`src/rtl/uart_tx_arbiter_pkg.sv`:
```
// Shared definitions for the UART transmit arbiter: FSM encoding, byte width
// and the requester-index width helper.
package uart_tx_arbiter_pkg;

   localparam int UART_DW = 8;

   typedef enum logic [1:0] {
      IDLE      = 2'd0,
      ISSUE     = 2'd1,
      WAIT_BUSY = 2'd2,
      WAIT_DONE = 2'd3
   } arb_state_t;

   function automatic int id_width(input int n);
      return (n > 1) ? $clog2(n) : 1;
   endfunction

endpackage

```
`src/rtl/uart_tx_arbiter_rr_pick.sv`:
```
// Combinational round-robin selector: first asserted request at or above ptr,
// wrapping explicitly at NUM_REQ-1 so non-power-of-two counts work.
module rr_pick
   import uart_tx_arbiter_pkg::*;
#(
   parameter int  NUM_REQ = 4,
   localparam int IDW     = id_width(NUM_REQ)
) (
   input  logic [NUM_REQ-1:0] req,
   input  logic [IDW-1:0]     ptr,
   output logic               hit,
   output logic [IDW-1:0]     idx
);

   int cand;

   always_comb begin
      hit  = 1'b0;
      idx  = '0;
      cand = 0;
      for (int k = 0; k < NUM_REQ; k++) begin
         cand = int'(ptr) + k;
         if (cand >= NUM_REQ) cand = cand - NUM_REQ;
         if (!hit && req[cand]) begin
            hit = 1'b1;
            idx = IDW'(cand);
         end
      end
   end

endmodule

```
`src/rtl/uart_tx_arbiter.sv`:
```
// Round-robin arbiter sharing one UART transmitter between NUM_REQ byte
// sources, with per-message lock bounded by MAX_BURST bytes.
module uart_tx_arbiter
   import uart_tx_arbiter_pkg::*;
#(
   parameter int  NUM_REQ      = 4,
   parameter int  MAX_BURST    = 16,
   parameter int  BUSY_TIMEOUT = 8,
   localparam int IDW          = id_width(NUM_REQ)
) (
   input  logic                       clk,
   input  logic                       rst,
   input  logic [NUM_REQ-1:0]         req_valid,
   input  logic [UART_DW*NUM_REQ-1:0] req_data,
   input  logic [NUM_REQ-1:0]         req_last,
   output logic [NUM_REQ-1:0]         req_ack,
   output logic [UART_DW-1:0]         tx_data,
   output logic                       tx_en,
   input  logic                       tx_ready,
   output logic                       busy,
   output logic [IDW-1:0]             grant_id,
   output logic                       timeout_err
);

   localparam int BW = $clog2(MAX_BURST + 1);
   localparam int TW = $clog2(BUSY_TIMEOUT + 1);

   arb_state_t         state, state_n;
   logic [UART_DW-1:0] tx_data_n;
   logic               tx_en_n, last_q, last_n, terr_n;
   logic               lock, lock_n;
   logic [NUM_REQ-1:0] ack_n;
   logic [IDW-1:0]     grant_n, rr_ptr, rr_n;
   logic [BW-1:0]      burst_cnt, burst_n;
   logic [TW-1:0]      to_cnt, to_n;
   logic               pick_hit, sel_hit;
   logic [IDW-1:0]     pick_idx, sel_idx;

   rr_pick #(.NUM_REQ(NUM_REQ)) u_pick (
      .req (req_valid),
      .ptr (rr_ptr),
      .hit (pick_hit),
      .idx (pick_idx)
   );

   assign busy = (state != IDLE);

   always_comb begin
      state_n   = state;
      tx_data_n = tx_data;
      tx_en_n   = tx_en;
      last_n    = last_q;
      ack_n     = '0;
      grant_n   = grant_id;
      rr_n      = rr_ptr;
      lock_n    = lock;
      burst_n   = burst_cnt;
      to_n      = to_cnt;
      terr_n    = 1'b0;
      sel_hit   = pick_hit;
      sel_idx   = pick_idx;
      case (state)
         IDLE: begin
            // A locked owner keeps the channel only while it still has a byte ready.
            if (lock && req_valid[grant_id]) begin
               sel_hit = 1'b1;
               sel_idx = grant_id;
            end else begin
               lock_n  = 1'b0;
               burst_n = '0;
            end
            if (sel_hit) begin
               tx_data_n = req_data[int'(sel_idx)*UART_DW +: UART_DW];
               last_n    = req_last[sel_idx];
               grant_n   = sel_idx;
               tx_en_n   = 1'b1;
               state_n   = ISSUE;
            end
         end
         ISSUE: begin
            if (tx_ready) begin
               tx_en_n          = 1'b0;
               ack_n[grant_id]  = 1'b1;
               rr_n             = (int'(grant_id) == NUM_REQ - 1) ? '0 : grant_id + 1'b1;
               if (!last_q && (int'(burst_cnt) + 1 < MAX_BURST)) begin
                  lock_n  = 1'b1;
                  burst_n = burst_cnt + 1'b1;
               end else begin
                  lock_n  = 1'b0;
                  burst_n = '0;
               end
               to_n    = '0;
               state_n = WAIT_BUSY;
            end
         end
         WAIT_BUSY: begin
            if (!tx_ready) begin
               state_n = WAIT_DONE;
            end else if (int'(to_cnt) == BUSY_TIMEOUT - 1) begin
               terr_n  = 1'b1;
               lock_n  = 1'b0;
               burst_n = '0;
               state_n = IDLE;
            end else begin
               to_n = to_cnt + 1'b1;
            end
         end
         WAIT_DONE: begin
            if (tx_ready) state_n = IDLE;
         end
         default: state_n = IDLE;
      endcase
   end

   always_ff @(posedge clk) begin
      if (rst) begin
         state       <= IDLE;
         tx_data     <= '0;
         tx_en       <= 1'b0;
         last_q      <= 1'b0;
         req_ack     <= '0;
         grant_id    <= '0;
         rr_ptr      <= '0;
         lock        <= 1'b0;
         burst_cnt   <= '0;
         to_cnt      <= '0;
         timeout_err <= 1'b0;
      end else begin
         state       <= state_n;
         tx_data     <= tx_data_n;
         tx_en       <= tx_en_n;
         last_q      <= last_n;
         req_ack     <= ack_n;
         grant_id    <= grant_n;
         rr_ptr      <= rr_n;
         lock        <= lock_n;
         burst_cnt   <= burst_n;
         to_cnt      <= to_n;
         timeout_err <= terr_n;
      end
   end

endmodule

```
`config.mk`:
```
export PLATFORM = sky130hd
export DESIGN_NAME = uart_tx_arbiter
export DESIGN_NICKNAME = d
export VERILOG_FILES = /design/src/rtl/uart_tx_arbiter_pkg.sv /design/src/rtl/uart_tx_arbiter_rr_pick.sv /design/src/rtl/uart_tx_arbiter.sv
export SDC_FILE = /design/constraint.sdc
export NUM_CORES = 1
export LEC_CHECK = 0
export ABC_AREA = 0
export BUFFER_PORTS_ARGS = -buffer_cell sky130_fd_sc_hd__buf_2
export CORE_MARGIN = 4
export CORE_UTILIZATION = 50
export DETAILED_ROUTE_END_ITERATION = 7
export PLACE_DENSITY = 0.77
export RECOVER_POWER = 25
export SLEW_MARGIN = 30
export SYNTH_ARGS = -nofsm -noshare
export SYNTH_HDL_FRONTEND = slang
export SYNTH_SLANG_ARGS = --single-unit
```
`constraint.sdc`:
```
create_clock -name clk -period 4.5 [get_ports clk]
set_clock_uncertainty 0.05 [all_clocks]
set_input_delay 0.225 -clock clk [delete_from_list [all_inputs] [get_ports clk]]
set_output_delay 0.225 -clock clk [all_outputs]
set_load 0.005 [all_outputs]
```
Yosys cells after proc, flatten, opt, wreduce, memory -nomap -nowiden
Cells that the tools add are included.

$add $sub $neg: 11. $lt $le $gt $ge: 12. Equality and inequality tests: 13. Shift-type cells: 1. Multiplexer cells: 61. Bitwise gates (word level): 3. Reductions and logical operators: 23.

Operator list (count): less-than comparator 32 x 4 -> 1 bit, second input constant (4); two-way mux 32 bit (4); >= comparator 32 x 4 -> 1 bit, second input constant (3); subtractor 32 x 4 -> 32 bit, second input constant (3); indexed part select 32 x 6 -> 8 bit (1); two-way mux 1 bit (25); two-way mux 5 bit (5); two-way mux 2 bit (12); one-hot mux 5 bit (3 select lines) (1); binary-select mux 1 bit (select 2 bit) (6); two-way mux 4 bit (3); inequality test 2 bit, second input constant (6); one-hot mux 2 bit (4 select lines) (1); one-hot mux 4 bit (2 select lines) (1); AND reduction 4 bit (2); adder 2 x 2 -> 3 bit, second input constant (2); adder 5 x 1 -> 6 bit, second input constant (1); logical AND 1 bit (6); less-than comparator 2 x 3 -> 1 bit, second input constant (2); less-than comparator 6 x 5 -> 1 bit, second input constant (1); nonzero test 2 bit (3); OR reduction 3 bit (2); adder 5 x 1 -> 5 bit, second input constant (1); AND reduction 5 bit (1); 20 further kinds (28).

Register bits after elaboration: 31. Logic and storage cells: 135.

Depth between registers and ports, before layout
Word-level depth: 19. Gate-level depth with buffers: 7. Gate-level depth less buffers: 6.

Modules after synthesis
Synthesis repeated with hierarchy kept, for this count alone.

Cell total of the unflattened synthesis: 200. Area, all modules: 1705.4 um^2.

Modules (own cells, without submodules): uart_tx_arbiter (times used 1, cells an instance 185, area an instance 1627.8 um^2, sequential area each 620.6 um^2); rr_pick (times used 1, cells an instance 15, area an instance 77.6 um^2, sequential area each 0.0 um^2).

Worst setup path after synthesis
No wires, ideal clock.

Path type: register to register. Start: register grant_id[0]. End: register tx_data[5]. Arrival time: 1681 ps. Slack: 2629 ps. Stages on the path, launching flop included: 8. Period minus slack after synthesis: 1871 ps. Cells stage by stage: dfxtp_1 -> mux2i_1 -> o22a_1 -> buf_2 -> buf_2 -> a21oi_1 -> a311oi_1 -> o221ai_2.

Cells in the longest elaborated chain, start to end: 6. Elaborated cells on any way between the ends: 9. Classes of those cells: 1 x shift; 6 x mux; 2 x reduce/logical.

Ends and longest elaborated chain: from (decl) (RTL line uart_tx_arbiter.sv:21) `output logic [IDW-1:0] grant_id,`; from (signal assigned) (RTL line uart_tx_arbiter.sv:134) `grant_id <= grant_n;`; binary-select mux 1 bit (select 2 bit) (RTL line uart_tx_arbiter.sv:65) `if (lock && req_valid[grant_id]) begin`; two-way mux 1 bit (not written as such) (RTL line uart_tx_arbiter.sv:65); logical AND 1 bit (RTL line uart_tx_arbiter.sv:65); two-way mux 2 bit or two-way mux 1 bit (tied branches) (RTL line uart_tx_arbiter.sv:65); two-way mux 2 bit or two-way mux 1 bit (tied branches) (RTL line uart_tx_arbiter.sv:62) `case (state)`; indexed part select 32 x 6 -> 8 bit or AND reduction 2 bit (tied branches); to (signal assigned) (RTL line uart_tx_arbiter.sv:130) `tx_data <= tx_data_n;`; to (decl) (RTL line uart_tx_arbiter.sv:17) `output logic [UART_DW-1:0] tx_data,`.

Several ways; a longest one is shown, not always the timed one. The select of a mux whose other input is x is not followed. A chain may end at the register's enable or synchronous reset.

Worst setup path in the final report
Ends and elaborated chain as after synthesis.

==> metrics <==
clk sinks 31; setup repair bufs after CTS 0; Synth area leader dfxtp_1; kind of cell adding the most delay to the critical path compound AO/OA/AOI/OAI gates; post-layout net count 366; Peak VDD IR 0.2381 mV; crit-path cells buf_4, mux2i_1, o22a_1, buf_4, a21oi_1, a311oi_1, o221ai_2; sequential area share after synthesis 29.99%; distinct cell type count after synthesis 47; total CTS buffers 5; Warnings, synthesis 0; DRC Markers 0; Lkg Pwr 1.086 nW; register area 620.6 um2; layout cells sized above 1 24.53%; Final Power 0.8229 mW; top cells by area, synth dfxtp_1, nand2_1, o311a_1; RSZ-0062 raised after global routing false; antenna cells 0; Slew HR 36.22%; chip height 72.34 um; routed vias/inst 6.144; Port Buf Inserts 59; Synthesized Nets 314; Pre-Repair DR Iteration Count 4; via count 2261; classification of the worst setup path reg2reg; HPWL after DPL 4.057 mm; H-Tree Depth 2; initial antenna violation count 0; post-CTS sizing 0; CTS tree done; largest family of logic cells by synthesized area compound AO/OA/AOI/OAI gates; mux contribution to synthesized area 1.935%; Hold Path Sink tx_data[5]; startpoint types flop; Final Max Tran Viols 0; total grt overflow 0; Total GRT Usage 22.99%; fmax 0.3676 GHz; Syn-to-layout area delta 20.31%; hold_sp req_data[13]; Min Clock Period, post-route 2720 ps; vias in the first global route 2013; fillers 372; worst-path fanout max 29; CP max-delay cell o22a_1; CP Data Arrival Time 2820 ps; average routed wire per standard cell 15.84 um; Pwr Density 330.5 nW/um2; Routed WL 5.829 mm; Root Buffer clkbuf_8; status finished, final reports clean; Worst R2R End tx_data[5]; clock buffer depth 2; R2R depth 7; Final Hold Viols 0; footprint of the multi-input gates 1345 um2; Synth Register Bits 31; r2r setup slk 1780 ps; Synth Area in Adders 3.628%; most used cell, CP buf_4; Die ar. 5232 um2; CP endpoint kind flop; max incr delay on CP 780 ps; WHS Path Cells 3; Synth Flop Type dfxtp_1; CP Buf/Inv Count 2; width of the die 72.34 um; EDFF count, synth 0; DR iter-0 viols 152; GPL Wtd Cong 0.7763; Core Rows 23; most common cell after layout, fill and taps aside buf_2; Starting Density 51.74%; CTS clock-pin slew for the worst setup and hold paths 70 ps; Worst Max-Slew Pin Slew 956.7 ps; core area 4000 um2; post-synthesis instance area 2069 um2; Hold Buf Count CTS 0; io pins 60; Synth Area in Compound Gates 35.37%; largest net degree at the start of global routing 30; commonest cells after routing, fill and taps aside buf_2, nand2_1, dfxtp_1, a21oi_1; first-pass GRT wire length 9.439 mm; Worst-Skew Late Latency 290 ps; CP Depth 7; DRT antenna net count 0; Post-Synth XOR/XNOR Area 0.8464%; worst hold path class in2reg; Setup TNS 0 ps; crit share post-route 60.45%; final setup vio count 0; worst r2r src grant_id[0]; Avg Inst Size Synth 7.809 um2; CP required 4600 ps; max cap viols 0; Post-Synth Simple-Gate Area 22.91%; Mapped Cells 265; Yosys top cell area share 29.99%; FFs w/ async S/R, synth 0%
[state kept, by name (all words and copies together) (netlist names)]
name	cells
burst_cnt	5
grant_id	2
last_q	1
lock	1
req_ack	4
rr_ptr	2
state	2
timeout_err	1
to_cnt	4
tx_data	8
tx_en	1
[cell usage after synthesis, types with 3 or more instances]
cell type	instances
a21oi_1	30
a311oi_1	18
and3_1	5
buf_2	4
clkbuf_1	12
dfxtp_1	31
ha_1	6
inv_1	9
mux2i_1	4
nand2_1	52
nand2b_1	3
nand3_1	7
nor2_1	11
nor3_1	5
o221ai_1	9
o311a_1	18
[worst max path at each step]
stage	endpoint	slack, ps	start
floorplan	tx_data[5]	2630	grant_id[0]
global placement	tx_data[0]	1910	grant_id[0]
detailed placement	tx_data[5]	1810	grant_id[0]
CTS	tx_data[5]	1790	grant_id[0]
global route	tx_data[5]	1550	grant_id[0]
finish	tx_data[5]	1780	grant_id[0]
[kinds of logic (layout without fill, tap and decap cells)]
| logic type | count (synthesis) | count (layout) |
|---|---|---|
| mux | 4 | 4 |
| buf+inv | 26 | 79 |
| compound gates | 96 | 96 |
| xor+xnor | 2 | 2 |
| flops | 31 | 31 |
| fa+ha+maj | 6 | 6 |
| simple gates | 100 | 100 |
[worst register-to-register path: stages (launching register included)]
cell and delay (ps):
dfxtp_1 310, buf_4 270, mux2i_1 320, o22a_1 780, buf_4 350, a21oi_1 60
a311oi_1 300, o221ai_2 130
[stage by stage]
step / std cells / util, % / hold slack [ps] / cell area (um2) / setup slack (ps)
floorplan: 265 / - / 329.3 / 2069 / 2629
global placement: 360 / 59.34 / 396.3 / 2374 / 1909
detailed placement: 360 / 59.49 / 401.0 / 2380 / 1810
CTS: 368 / 62.31 / 208.8 / 2492 / 1793
global route: 368 / 62.25 / 240.3 / 2490 / 1546
finish: 368 / 62.25 / 215.8 / 2490 / 1780
[routing by layer]
layer | vias up | GRT usage, % | wire (um)
met2 | 78 | 33.37 | 2495
met4 | 0 | 8.768 | 105
li1 | 1129 | - | -
met1 | 1046 | 32.94 | 2807
met3 | 8 | 5.125 | 420
met5 | - | 0 | 0
[where the power goes]
part           internal (mW)  switching (mW)  leakage, nW
combinational         0.0967           0.136        0.775
clock                  0.165           0.111       0.0581
sequential             0.298          0.0176        0.253
total                  0.559           0.264         1.09
[layout make-up]
| cell class | count | area share [%] |
|---|---|---|
| Tap cell | 50 | 2.513 |
| Timing Repair Buffer | 62 | 12.66 |
| Clock buffer | 5 | 2.764 |
| Clock inverter | 3 | 1.759 |
| Multi-Input combinational cell | 208 | 54.02 |
| Sequential cell | 31 | 24.92 |
| Inverter | 9 | 1.357 |
No activity file was read; power rests on OpenSTA's default activity.
